`config.mk`:
```
export PLATFORM = sky130hd
export DESIGN_NAME = axi_fifo_buf
export DESIGN_NICKNAME = d
export VERILOG_FILES = /design/src/rtl/axi_fifo_buf.sv
export SDC_FILE = /design/constraint.sdc
export NUM_CORES = 1
export LEC_CHECK = 0
export CORE_UTILIZATION = 51
export DETAILED_ROUTE_END_ITERATION = 10
export HOLD_SLACK_MARGIN = 0.1
export PLACE_DENSITY = 0.86
export SLEW_MARGIN = 20
export SYNTH_ARGS = -nofsm -noshare
export SYNTH_HDL_FRONTEND = slang
export SYNTH_SLANG_ARGS = --single-unit
```
`constraint.sdc`:
```
create_clock -name fifo_clk -period 2.9 [get_ports fifo_clk]
set_input_delay 0.435 -clock fifo_clk [delete_from_list [all_inputs] [get_ports fifo_clk]]
set_output_delay 0.435 -clock fifo_clk [all_outputs]
set_load 0.01 [all_outputs]
```
`src/rtl/axi_fifo_buf.sv`:
```
// axi_fifo_buf: single-clock show-ahead FIFO with occupancy count,
// almost-full indication and a sticky overflow flag.
module axi_fifo_buf #(
  parameter int WIDTH     = 71,
  parameter int DEPTH     = 4,
  parameter int AFULL_LVL = 3
) (
  input  logic                       fifo_clk,
  input  logic                       fifo_rst,
  input  logic                       flush,
  input  logic                       push_valid,
  input  logic [WIDTH-1:0]           push_data,
  output logic                       push_ready,
  output logic                       pop_valid,
  output logic [WIDTH-1:0]           pop_data,
  input  logic                       pop_ready,
  output logic [$clog2(DEPTH+1)-1:0] entry_cnt,
  output logic                       almost_full,
  output logic                       ovf_err
);

  localparam int PW = (DEPTH > 1) ? $clog2(DEPTH) : 1;
  localparam int CW = $clog2(DEPTH + 1);
  localparam logic [PW-1:0] PTR_LAST  = PW'(DEPTH - 1);
  localparam logic [CW-1:0] CNT_FULL  = CW'(DEPTH);
  localparam logic [CW-1:0] CNT_AFULL = CW'(AFULL_LVL);

  logic [WIDTH-1:0] mem_r [DEPTH];
  logic [PW-1:0]    wr_ptr_r;
  logic [PW-1:0]    rd_ptr_r;
  logic [CW-1:0]    cnt_r;
  logic             ovf_r;
  logic             push_fire_s;
  logic             pop_fire_s;

  // Pointer increment with explicit wrap so non-power-of-2 depths work.
  function automatic logic [PW-1:0] next_ptr(input logic [PW-1:0] p);
    if (p == PTR_LAST) begin
      return {PW{1'b0}};
    end else begin
      return p + PW'(1);
    end
  endfunction

  // Handshake flags come from registered occupancy only.
  assign push_ready  = (cnt_r != CNT_FULL);
  assign pop_valid   = (cnt_r != {CW{1'b0}});
  assign push_fire_s = push_valid && push_ready;
  assign pop_fire_s  = pop_valid && pop_ready;
  assign entry_cnt   = cnt_r;
  assign almost_full = (cnt_r >= CNT_AFULL);
  assign ovf_err     = ovf_r;

  // Show-ahead head entry; forced to zero while empty.
  always_comb begin
    pop_data = {WIDTH{1'b0}};
    if (pop_valid) begin
      pop_data = mem_r[rd_ptr_r];
    end else begin
      pop_data = {WIDTH{1'b0}};
    end
  end

  // Storage array: cleared by reset only, written on an accepted push.
  always_ff @(posedge fifo_clk) begin
    if (fifo_rst) begin
      for (int i = 0; i < DEPTH; i++) begin
        mem_r[i] <= {WIDTH{1'b0}};
      end
    end else if (!flush && push_fire_s) begin
      mem_r[wr_ptr_r] <= push_data;
    end
  end

  // Pointers, occupancy and sticky overflow; reset beats flush beats traffic.
  always_ff @(posedge fifo_clk) begin
    if (fifo_rst) begin
      wr_ptr_r <= {PW{1'b0}};
      rd_ptr_r <= {PW{1'b0}};
      cnt_r    <= {CW{1'b0}};
      ovf_r    <= 1'b0;
    end else if (flush) begin
      wr_ptr_r <= {PW{1'b0}};
      rd_ptr_r <= {PW{1'b0}};
      cnt_r    <= {CW{1'b0}};
      ovf_r    <= 1'b0;
    end else begin
      if (push_fire_s) begin
        wr_ptr_r <= next_ptr(wr_ptr_r);
      end
      if (pop_fire_s) begin
        rd_ptr_r <= next_ptr(rd_ptr_r);
      end
      case ({push_fire_s, pop_fire_s})
        2'b10:   cnt_r <= cnt_r + CW'(1);
        2'b01:   cnt_r <= cnt_r - CW'(1);
        default: cnt_r <= cnt_r;
      endcase
      if (push_valid && (cnt_r == CNT_FULL)) begin
        ovf_r <= 1'b1;
      end
    end
  end

endmodule

```
Yosys cells after proc, flatten, opt, wreduce, memory -nomap -nowiden

Memories as Yosys holds them, arrays and structs flattened. A register that Yosys moved wholly into a read port is not among the register bits.
Index checks and enable logic that the tools add are counted.

Memories: 1
Input bits: 76
Bits in writable memories: 284
Word-level logic and storage cells: 39
Flip-flop bits (word level): 8

Order comparisons: 1
$add $sub $neg: 4
Eq/ne operators: 6
Muxes and demuxes: 14
Reduce and logical (&&, ||, !) cells: 9

Memory list:

| name  | depth | bits a word | rd ports | clocked after memory_dff | wr ports | RTL line | source |
|---|---|---|---|---|---|---|---|
| mem_r | 4     | 71          | 1        | 1                        | 4        | 28       | `logic [WIDTH-1:0] mem_r [DEPTH];` |

Operators with widths:

| kind                                                 | number |
|---|---|
| two-way mux 71 bit                                   | 2 |
| OR reduction 71 bit                                  | 1 |
| two-way mux 2 bit                                    | 5 |
| == test 2 bit (second input constant)                | 3 |
| two-way mux 1 bit                                    | 6 |
| case mux 3 bit (2 select lines)                      | 1 |
| adder 2 x 1 -> 2 bit (second input constant)         | 2 |
| logical AND 1 bit                                    | 4 |
| adder 3 x 1 -> 3 bit (second input constant)         | 1 |
| == test 3 bit (second input constant)                | 1 |
| >= comparator 3 x 2 -> 1 bit (second input constant) | 1 |
| != test 3 bit (second input constant)                | 1 |
| nonzero test 3 bit                                   | 1 |
| subtractor 3 x 1 -> 3 bit (second input constant)    | 1 |
| == test 2 x 1 -> 1 bit (second input constant)       | 1 |
| nonzero test 2 bit                                   | 1 |
| OR reduction 2 bit                                   | 1 |
| zero test 1 bit                                      | 1 |

Depth between registers and ports, before layout

Depth in word-level cells: 8
Gate-level depth with buffers: 9
Gate-level depth less buffers: 9

Least setup slack after synthesis

Ideal clock, no wire load.

Kind: flip-flop to flip-flop
Start point: reg cnt_r[0], in the netlist entry_cnt[0]
End point: mem mem_r[1][0], enable pin
Cell stages (with the launch flop): 4
Setup slack: 0.084 ns
Arrival: 2.388 ns
Path buffers: 0
Cell sequence: dfxtp_1 -> nor3b_4 -> nor3_1 -> a21o_1

RTL lines:

| what                   | RTL line | source |
|---|---|---|
| from (decl)            | 31       | `logic [CW-1:0] cnt_r;` |
| from (signal assigned) | 80       | `cnt_r <= {CW{1'b0}};` |
| from (signal assigned) | 85       | `cnt_r <= {CW{1'b0}};` |
| from (signal assigned) | 95       | `2'b10: cnt_r <= cnt_r + CW'(1);` |
| to (decl)              | 28       |  |

==> Flow_metrics.wiki <==
{| class="wikitable"
! Metric !! Value
|-
| Post-synthesis instance area || 0.0132 mm2
|-
| Headroom to the max-slew limit || 0.527
|-
| Cell Rows || 58
|-
| Layout Area Growth over Synthesis || 25.3%
|-
| Number of enable-type register cells in the synthesized netlist || 284
|-
| Cells along the critical path || buf_12 -> mux4_2 -> and2_1 -> clkdlybuf4s50_1
|-
| Filler cell count || 1730
|-
| Unrepaired setup endpoints after global routing || true
|-
| Share of the yosys chip area belonging to registers || 0.663
|-
| Antenna violations before repair || 4
|-
| Slowest Stage Delay on Critical Path || 560 ps
|-
| Critical path buffer and inverter count || 2
|-
| Total instance count after detailed placement || 1280
|-
| Area of the die || 0.0264 mm2
|-
| Final std cells w/o fill || 1340
|-
| Largest net degree at the start of global routing || 72
|-
| Setup TNS Final || 0 ps
|-
| Crit Path Category || reg -> out
|-
| Arrival time of data at the critical path endpoint || 2400 ps
|-
| Worst path slowest cell || sky130_fd_sc_hd__mux4_2
|-
| Fin crit share || 0.978
|-
| Layout cells sized above 1 || 0.157
|-
| Horizontal extent of the die || 163 um
|-
| DR vias/cell || 5.42
|-
| Post-Route WL || 28100 um
|-
| Max Cap Viol || 0
|-
| GRT Total Usage || 0.215
|-
| Number of synthesized register bits || 294
|-
| Final setup skew || 10.8 ps
|-
| Die height || 163 um
|-
| Number of iterations in the first detailed-routing pass || 7
|-
| Post-route minimum period || 2840 ps
|-
| Crit start category || flop
|-
| Outcome || complete, no violations
|-
| Type of element capturing the critical path || primary output
|-
| Commonest non-fill, non-tap cells in the layout || sky130_fd_sc_hd__and2_1, sky130_fd_sc_hd__edfxtp_1, sky130_fd_sc_hd__clkdlybuf4s50_1
|-
| Slew at the pin closest to its max-slew limit || 703 ps
|-
| Final Power || 9.55 mW
|-
| H-Tree Depth || 1
|-
| Number of instances in the synthesized netlist || 826
|-
| Final routed wire length divided by cell count || 21.0 um
|-
| Number of clock sinks seen by CTS || 294
|-
| Number of buffers added to fix hold violations after cts || 0
|-
| Post-placement setup slack || 316 ps
|-
| Skew-Pair Late Insertion Delay || 540 ps
|-
| Routed Antenna Nets || 0
|-
| Total Nets Final || 1066
|-
| Most used flip-flop cell after synthesis || sky130_fd_sc_hd__edfxtp_1
|-
| Synthesis warning total || 0
|-
| Final setup violation count || 0
|-
| TritonCTS clock tree || built
|-
| Net Count, Synth || 906
|-
| Final hold violation count || 0
|-
| Core Box Area || 0.0253 mm2
|-
| Maximum fanout encountered on the critical timing path || 14
|-
| Cell type group with the largest total delay on the critical path || buffers and inverters
|-
| Data required time at the worst endpoint || 2470 ps
|-
| Min setup slack post-route || 64.9 ps
|-
| Placer congestion estimate || 0.747
|-
| FFs w/ async S/R, synth || 0
|-
| Maximum number of buffers from clock root to sink || 3
|-
| DR DRC count || 0
|-
| Final number of max-transition violations || 0
|-
| Class of the tightest hold or removal check || reg -> reg
|-
| Vias in the first global route || 7602
|-
| Commonest non-fill, non-tap cell in the layout || sky130_fd_sc_hd__and2_1
|-
| Synthesized area per cell || 15.9 um2
|-
| Number of unique standard cell types used by synthesis || 27
|-
| Initial core utilization || 0.521
|-
| Register clock-pin slew on the reported worst setup and hold paths || 60 ps
|-
| Number of DRC markers after the initial detailed-route iteration || 421
|-
| Power density relative to cell area || 580 mW/mm2
|-
| Achievable frequency || 353 MHz
|-
| Vias post-DR || 7264
|-
| Global-route wire length before repair || 42300 um
|-
| Input/output buffers || 153
|-
| GRT Residual Overflow || 0
|-
| Static leakage || 6.48 nW
|-
| Final HPWL from detailed placement || 16300 um
|-
| Ports || 154
|-
| Clock buffers created by TritonCTS || 30
|-
| Final Core Density || 0.653
|-
| IR Drop Worst-Case VDD || 402 uV
|-
| Master cell of the clock root buffer || sky130_fd_sc_hd__clkbuf_16
|}
[worst reg2reg max path, delay by kind of cell, from the launching register on]
kind                     cells  cell delay (ps)
AO/OA/AOI/OAI                2              790
adder cells (fa/ha/maj)      2              400
flip-flops                   1              400
buffers and inverters        2              170
XOR/XNOR                     1               70
AND/OR/NAND/NOR              1              310
[final cells by class]
type	instances	area [um2]	area share
flip-flops and latches	294	8740	0.530
multi-input cells	473	4210	0.256
repair buffers	180	2080	0.126
clock buffers	39	806	0.0489
well taps	330	413	0.0251
clock inverters	16	204	0.0124
inverters	7	26.3	0.00159
diodes	1	2.50	0.000152
[cells by family (layout without fill, tap and decap cells)]
logic type               Yosys count  count (layout)  synth area share
AND/OR/NAND/NOR                  381             382             0.184
flip-flops                       294             294             0.663
multiplexers                      71              71             0.122
buffers and inverters             60             242            0.0191
AO/OA/AOI/OAI                     14              14           0.00609
adder cells (fa/ha/maj)            4               4           0.00438
XOR/XNOR                           2               2           0.00133
other                              0               1                 0
[routing by layer]
layer  global-route usage  share of wire  up-vias
li1                     -              -     3329
met4               0.0663          0.020        2
met5                    0        0.00039        -
met2                0.373           0.52      242
met3               0.0390          0.065       45
met1                0.275           0.40     3646
[cell usage after synthesis (all sizes together) (2+ instances only)]
library cell  instances  area, um2
edfxtp              284       8530
and2                355       2220
a21oi                 6       30.0
xor2                  2       17.5
mux4                 71       1600
clkbuf               46        190
dfxtp                10        200
buf                   7       35.0
nor2                  7       28.8
ha                    3       37.5
or3                   3       18.8
inv                   7       26.3
o21ai                 4       20.0
nand2                 4       15.0
or2                   3       18.8
nor4                  2       42.5
nand3                 2       10.0
a21o                  3       22.5
[where the power goes]
part           switching [mW]  internal [mW]  leakage, nW
Clock                    1.54           2.39        0.486
Combinational           0.339          0.366         3.02
Sequential             0.0620           4.86         2.98
[sequential cells by signal, indices dropped and copies added, names as in the netlist, named ones only]
name,flops
entry_cnt,3
wr_ptr_r,2
mem_r,284
ovf_err,1
rd_ptr_r,2
[final timing paths]
path / start / to / slack [ps] / depth (start not counted)
max: flop / pop_data[54] / 60 / 4
min: ovf_err / ovf_err / 510 / 2
max reg2reg: entry_cnt[0] / entry_cnt[2] / 670 / 8
min reg2reg: ovf_err / ovf_err / 510 / 2
[through the flow]
step / hold WS (ps) / instance area (um2)
2_1_floorplan: 463 / 13200
4_1_cts: 502 / 16400
5_1_grt: 528 / 16500
3_5_place_dp: 470 / 15300
3_3_place_gp: 470 / 15300
6_report: 513 / 16500
[repair_timing]
action                                  CTS  global route
gates resized for setup                   2            39
pin swaps                                 0             1
endpoints found under the setup margin   72            65
setup buffers                             1             2
gates cloned                              0             1
No activity file was read; power rests on OpenSTA's default activity.
